==> src/rtl/widen.sv <==
// ----------------------------------------------------------------------------
// widen -- sign-extending, left-justifying sample widener with a two-stage
// valid/ready pipeline.
//
// A narrow signed sample is placed in a wider signed word. Above it sit
// SHIFT copies of its sign bit. Below it sit L = OWID-SHIFT-IWID fill bits.
// The fill is all zeros, or, when MIDPOINT is set and L >= 2, a half-LSB
// pattern (100..0) that centres the value in the discarded range.
//
// Stage p1 captures the raw input sample. Stage p2 holds the widened output
// word. Each stage has its own valid flag. o_val and o_valid come straight
// from the p2 registers.
//
// Ports
//   i_clk    : clock; all state changes on its rising edge
//   i_reset  : asynchronous, active-high reset
//   i_ce     : clock enable; all state holds while low
//   i_valid  : i_val carries a sample this cycle
//   o_ready  : the block accepts i_val this cycle
//   i_val    : narrow signed sample, IWID bits
//   o_valid  : o_val holds a valid sample
//   i_ready  : downstream accepts o_val this cycle
//   o_val    : widened signed sample, OWID bits
//   o_count  : samples delivered downstream, modulo 2^16
// ----------------------------------------------------------------------------
module widen #(
    parameter int IWID     = 8,
    parameter int OWID     = 16,
    parameter int SHIFT    = 0,
    parameter int MIDPOINT = 0
) (
    input  logic                   i_clk,
    input  logic                   i_reset,
    input  logic                   i_ce,
    input  logic                   i_valid,
    output logic                   o_ready,
    input  logic signed [IWID-1:0] i_val,
    output logic                   o_valid,
    input  logic                   i_ready,
    output logic signed [OWID-1:0] o_val,
    output logic [15:0]            o_count
);

    // Number of fill bits below the input field.
    localparam int L        = OWID - SHIFT - IWID;
    localparam int FILL_BIT = (L >= 2) ? (L - 1) : 0;
    localparam logic [OWID-1:0] FILL =
        ((MIDPOINT != 0) && (L >= 2)) ? (OWID'(1) << FILL_BIT) : '0;

    generate
        if (OWID < IWID + SHIFT) begin : g_bad_widths
            $fatal(1, "widen: OWID must be at least IWID+SHIFT");
        end
    endgenerate

    // Sign-extending to OWID and then shifting left by L leaves exactly SHIFT
    // sign copies above the sample and L zero bits below it. OR-ing in the
    // constant then sets the optional half-LSB fill bit.
    function automatic logic signed [OWID-1:0] widen_f(input logic signed [IWID-1:0] v);
        logic signed [OWID-1:0] ext;
        ext = OWID'(v);
        return (ext <<< L) | $signed(FILL);
    endfunction

    logic                   r_vld_p1;
    logic signed [IWID-1:0] r_val_p1;
    logic                   r_vld_p2;
    logic signed [OWID-1:0] r_val_p2;
    logic [15:0]            r_count;

    logic w_xfer_out;
    logic w_adv_p2;
    logic w_move_p1_p2;
    logic w_adv_p1;
    logic w_xfer_in;

    // p2 may load when it is empty or when its sample leaves this cycle.
    // p1 may load when it is empty or when its sample moves into p2.
    // This chain lets the pipeline run at full rate without a skid buffer.
    assign w_xfer_out   = r_vld_p2 & i_ready & i_ce;
    assign w_adv_p2     = i_ce & (~r_vld_p2 | w_xfer_out);
    assign w_move_p1_p2 = r_vld_p1 & w_adv_p2;
    assign w_adv_p1     = i_ce & (~r_vld_p1 | w_move_p1_p2);
    assign o_ready      = w_adv_p1 & ~i_reset;
    assign w_xfer_in    = i_valid & o_ready;

    // ---- stage p1: capture the raw input sample ----
    always_ff @(posedge i_clk or posedge i_reset) begin
        if (i_reset) begin
            r_vld_p1 <= 1'b0;
            r_val_p1 <= '0;
        end else begin
            if (w_adv_p1) begin
                r_vld_p1 <= i_valid;
            end
            if (w_xfer_in) begin
                r_val_p1 <= i_val;
            end
        end
    end

    // ---- stage p2: widened output register and delivery counter ----
    always_ff @(posedge i_clk or posedge i_reset) begin
        if (i_reset) begin
            r_vld_p2 <= 1'b0;
            r_val_p2 <= '0;
            r_count  <= 16'd0;
        end else begin
            if (w_adv_p2) begin
                r_vld_p2 <= r_vld_p1;
            end
            if (w_move_p1_p2) begin
                r_val_p2 <= widen_f(r_val_p1);
            end
            if (w_xfer_out) begin
                r_count <= r_count + 16'd1;
            end
        end
    end

    assign o_valid = r_vld_p2;
    assign o_val   = r_val_p2;
    assign o_count = r_count;

endmodule

==> config.mk <==
export PLATFORM = sky130hd
export DESIGN_NAME = widen
export DESIGN_NICKNAME = d
export VERILOG_FILES = /design/src/rtl/widen.sv
export SDC_FILE = /design/constraint.sdc
export NUM_CORES = 1
export LEC_CHECK = 0
export ABC_CLOCK_PERIOD_IN_PS = 3600
export BUFFER_PORTS_ARGS = -buffer_cell sky130_fd_sc_hd__buf_2
export CAP_MARGIN = 20
export CELL_PAD_IN_SITES_DETAIL_PLACEMENT = 1
export CELL_PAD_IN_SITES_GLOBAL_PLACEMENT = 2
export CORE_MARGIN = 1
export CORE_UTILIZATION = 34
export CTS_CLUSTER_DIAMETER = 40
export DETAILED_ROUTE_END_ITERATION = 8
export GPL_TIMING_DRIVEN = 0
export PLACE_DENSITY_LB_ADDON = 0.15
export SYNTH_ARGS = -nofsm -noshare
export SYNTH_HDL_FRONTEND = slang
export SYNTH_SLANG_ARGS = --single-unit
export TNS_END_PERCENT = 10
==> constraint.sdc <==
create_clock -name i_clk -period 3.6 [get_ports i_clk]
set_input_delay 0.36 -clock i_clk [delete_from_list [all_inputs] [get_ports i_clk]]
set_output_delay 0.36 -clock i_clk [all_outputs]
set_load 0.05 [all_outputs]
=== Yosys cells after proc, flatten, opt, wreduce, memory -nomap -nowiden ===
Cells that the tools add are included.

* Bits in registers: 34
* Input bits: 13
* Output and inout port bits: 34
* Word-level logic and storage cells: 18

* $add $sub $neg: 1
* Bitwise logic cells: 12

{| class="wikitable"
|+ Operators with widths
! operator !! number
|-
| $add 16x1->16 const B || 1
|-
| $and 1x1->1 || 7
|-
| $not 1->1 || 3
|-
| $or 1x1->1 || 2
|}

=== Longest topological paths before layout ===
* Word-level depth: 9
* Gate-level depth with buffers: 4
* Depth with buffers taken out: 4

=== Worst setup path before layout ===
OpenSTA, ideal clock, no wires.

* Path kind: register to register
* From: register r_vld_p2, in the netlist o_valid
* To: register r_val_p1[0]
* Library setup time: 0.125 ns
* Arrival time: 2.193 ns
* Data required time: 3.475 ns
* Path slack: 1.282 ns
* Cell stages (with the launch flop): 5
* Buffers on the path: 0
* Clock period less this slack: 2.318 ns
* Cell sequence: dfrtp_1 -> nor2b_1 -> a211oi_2 -> nand2_2 -> mux2_2

* Cells in the longest elaborated chain, start to end: 9
* Elaborated cells on any way between the ends: 10
* Classes of those cells: 10 x bitwise

{| class="wikitable"
|+ Ends and longest elaborated chain
! element !! line !! RTL
|-
| start: declaration || 67 || <nowiki>logic r_vld_p2;</nowiki>
|-
| start signal: assignment || 110 || <nowiki>r_vld_p2 <= r_vld_p1;</nowiki>
|-
| $and 1x1->1 (2 in series) || 80 || <nowiki>assign w_xfer_out = r_vld_p2 & i_ready & i_ce;</nowiki>
|-
| $or 1x1->1 (*) || 81 || <nowiki>assign w_adv_p2 = i_ce & (~r_vld_p2 | w_xfer_out);</nowiki>
|-
| $and 1x1->1 (*) || 81 ||
|-
| $and 1x1->1 (*) || 82 || <nowiki>assign w_move_p1_p2 = r_vld_p1 & w_adv_p2;</nowiki>
|-
| $or 1x1->1 (*) || 83 || <nowiki>assign w_adv_p1 = i_ce & (~r_vld_p1 | w_move_p1_p2);</nowiki>
|-
| $and 1x1->1 (*) || 83 ||
|-
| $and 1x1->1 (*) || 84 || <nowiki>assign o_ready = w_adv_p1 & ~i_reset;</nowiki>
|-
| named net o_ready || 36 || <nowiki>output logic o_ready,</nowiki>
|-
| $and 1x1->1 (*) || 85 || <nowiki>assign w_xfer_in = i_valid & o_ready;</nowiki>
|-
| end signal: assignment || 97 || <nowiki>r_val_p1 <= i_val;</nowiki>
|-
| end: declaration || 66 || <nowiki>logic signed [IWID-1:0] r_val_p1;</nowiki>
|}

Mark *: on every way through the listed nets, which the timed path passes. The rest lies on a longest branch.
A chain may end at the register's enable or synchronous reset.

=== Worst setup path in the final report ===
* From: register r_vld_p2, in the netlist o_valid
* To: output port o_ready

* Cells in the longest elaborated chain, start to end: 8
* Elaborated cells on any way between the ends: 9
* Classes of those cells: 9 x bitwise

{| class="wikitable"
|+ Ends and longest elaborated chain
! element !! line
|-
| $and 1x1->1 (2 in series) || 80
|-
| $or 1x1->1 (*) || 81
|-
| $and 1x1->1 (*) || 81
|-
| $and 1x1->1 (*) || 82
|-
| $or 1x1->1 (*) || 83
|-
| $and 1x1->1 (*) || 83
|-
| $and 1x1->1 (*) || 84
|-
| end: declaration || 36
|}

Every way passes the cells marked *; elsewhere a longest branch is shown, timed or not.

==> results.md <==
* CP Launch Type: register
* Port Buf Inserts at 38
* Cells after DPL at 212
* Period utilisation layout at 0.510
* Highest clock rate at 0.545 GHz
* Total CTS buffers at 5
* TritonCTS clock tree: built
* Most frequent cell after synthesis: dfrtp_1
* Synth top area cells: dfrtp_1 (58%), mux2_2 (13%), xnor2_1 (6.5%)
* Outcome: completed
* CP Cell Sequence: nor2b_1 > a211oi_2 > buf_2
* CORE AREA at slightly above 4000 µm²
* Setup Buffers After CTS at 0
* Worst min-delay path class: primary input to asynchronous set/reset pin
* Final min period at 1.83 ns
* Max-slew violations at 0
* Hold_buf cts at 0
* Number of global-route vias before repair at 1075
* Ys async rst share at 1.00
* Fin cells at 220
* CP max stage cell: dfrtp_1
* Global-route wire length before repair at 4.84 mm
* EDFF count, synth at 0
* Antenna cell count at 0
* Cell Area, Synth at 1480 µm²
* GRT Util Overall at 0.149
* Dominant synthesized flop cell: dfrtp_1
* Pin count of the biggest net entering global routing at 25
* Layout cell share with drive strength beyond 1 at 0.441
* Fin Setup TNS at 0 ns
* Die area at between 4000 and 5000 µm²
* Top cell type's share of synthesized area at 0.575
* Power per cell area at 730 nW/µm²
* FILL cells at 461
* CTS Buffer Depth at 2
* Iter 0 DRT Violations at 20
* Detailed Place HPWL at ~2.2 mm
* Sinks on the clock net at 34
* Crit path arrival time at 1.47 ns
* Remaining antenna violation count at 0
* Via total after detailed routing at a little over 1000
* DRT Pass-1 Iters at 3
* CP max FO at 5
* Core Rows at 23
* Sequential share of the synthesized area at 0.575
* Setup-failing EPs final at 0
* Worst slew margin at 0.645
* Clock transition at path regs at 0.07 ns
* Setup Skew at 0.00535 ns
* Largest stage delay on the critical path at 0.42 ns
* IO Count at 47
* Mapped Cells at 116
* Mean Syn Cell Area at 12.7 µm²
* Cts repair resizes at 0
* Total wire length at 2.89 mm
* Initial Util at 0.362
* Clock Latency Late Sink at roughly 0.28 ns
* VDD IR-drop max at 0.000436 V
* Initial antenna violation count at 0
* Number of synthesis warnings at 0
* Critical Path Sink Type: output pin
* Synth cell types at 22
* Leak at 0.946 nW
* WP data required at 3.24 ns
* P&R area growth vs syn at 27.9%
* Nets at ~180
* Post-route DRC at 0
* Dominant cell type by area after synthesis: dfrtp_1
* Number of max-cap violations at 0
* RSZ-0062 raised after global routing: no
* WS Path Type: register to output pin
* Average wire per standard cell at 13.1 µm
* Die width at 68.0 µm
* Commonest cells in the netlist: dfrtp_1 (34), mux2_2 (17), nand2_1 (11), xnor2_1 (11), buf_4 (8)
* Die Y at 68.0 µm
* Via/cell ratio at 4.63
* Final Hold Viols at 0
* Maximum level of the CTS H-tree at 2
* GRT Residual Overflow at 0
* Root Buffer: clkbuf_8
* Worst Max-Slew Pin Slew at 0.532 ns
* Yosys reg bits at 34
* Routability cong. at 0.707
[through the flow]
stage               setup slack [ns]  area, µm²  hold slack [ns]   util  power, mW
detailed placement              1.97       1790            0.447  0.437       1.06
CTS                             1.74       1890            0.140  0.463       1.40
floorplan                       1.28       1510            0.473      -      0.936
finish                          1.77       1890            0.129  0.463       1.38
global placement                2.03       1760            0.458  0.430       1.05
global route                    1.69       1890            0.167  0.463       1.46
[placed cells by master (no fill, tap or decap), drive strengths merged, types with 3 or more instances in the layout]
| cell | instances |
|---|---|
| inv | 3 |
| nand4 | 8 |
| conb | 8 |
| buf | 47 |
| nor2 | 4 |
| nand2 | 12 |
| xnor2 | 11 |
| xor2 | 4 |
| and3 | 4 |
| clkbuf | 7 |
| mux2 | 17 |
| dfrtp | 34 |
[worst max-delay path: cells and delay by family, from the launching register on]
family                 cells  cell delay [ns]
AO/OA/AOI/OAI              1             0.28
buffers and inverters      1             0.31
flip-flops                 1             0.42
AND/OR/NAND/NOR            1             0.20
[power by group]
group | internal [mW] | switching (mW) | leakage, nW | total [mW]
Sequential | 0.473 | 0.0687 | 0.424 | 0.542
Clock | 0.207 | 0.125 | 0.0524 | 0.332
Combinational | 0.139 | 0.367 | 0.469 | 0.506
Total | 0.819 | 0.561 | 0.946 | 1.38
[logic make-up after synthesis]
family          Yosys count  share of synthesized area
xor+xnor                 15                     0.0888
buf+inv                  11                     0.0482
mux                      17                      0.129
simple gates             35                      0.135
other cells               1                    0.00254
flops                    34                      0.575
fa+ha+maj                 1                    0.00846
compound gates            2                     0.0118
[state kept, by name, summed over array words and instances (netlist names)]
| signal | cells |
|---|---|
| o_count | 16 |
| o_val | 8 |
| r_val_p1 | 8 |
| r_vld_p1 | 1 |
| o_valid | 1 |
[area by class of cell]
type,count,area [µm²],share of cell area
flip-flops and latches,34,851,0.450
inverters,3,11.3,0.00595
multi-input cells,78,583,0.308
clock inverters,1,30.0,0.0159
well taps,50,62.6,0.0331
repair buffers,39,218,0.115
clock buffers,7,76.3,0.0403
plain buffers,8,60.1,0.0317
[path summary, 6_finish.rpt]
| path | to | from | slack, ns | cells after the start |
|---|---|---|---|---|
| max | o_ready | o_valid$_DFFE_PP0P_ | 1.77 | 3 |
| min | o_count[10]$_DFFE_PP0P_ | i_reset | 0.13 | 2 |
| max reg2reg | r_val_p1[4]$_DFFE_PP0P_ | o_valid$_DFFE_PP0P_ | 2.03 | 4 |
| min reg2reg | o_count[15]$_DFFE_PP0P_ | o_count[15]$_DFFE_PP0P_ | 0.47 | 1 |
| max in group asynchronous | r_val_p1[1]$_DFFE_PP0P_ | i_reset | 2.98 | 3 |
| min in group i_clk | r_val_p1[5]$_DFFE_PP0P_ | i_val[5] | 0.31 | 2 |
[layer usage]
layer  GRT usage  share of wire  wire length [µm]
met1       0.147           0.36              1040
met2       0.275           0.57              1660
met3      0.0600          0.053               153
met4      0.0547          0.012                36
met5           0              0                 0
Power figures use the tool's default switching activity.
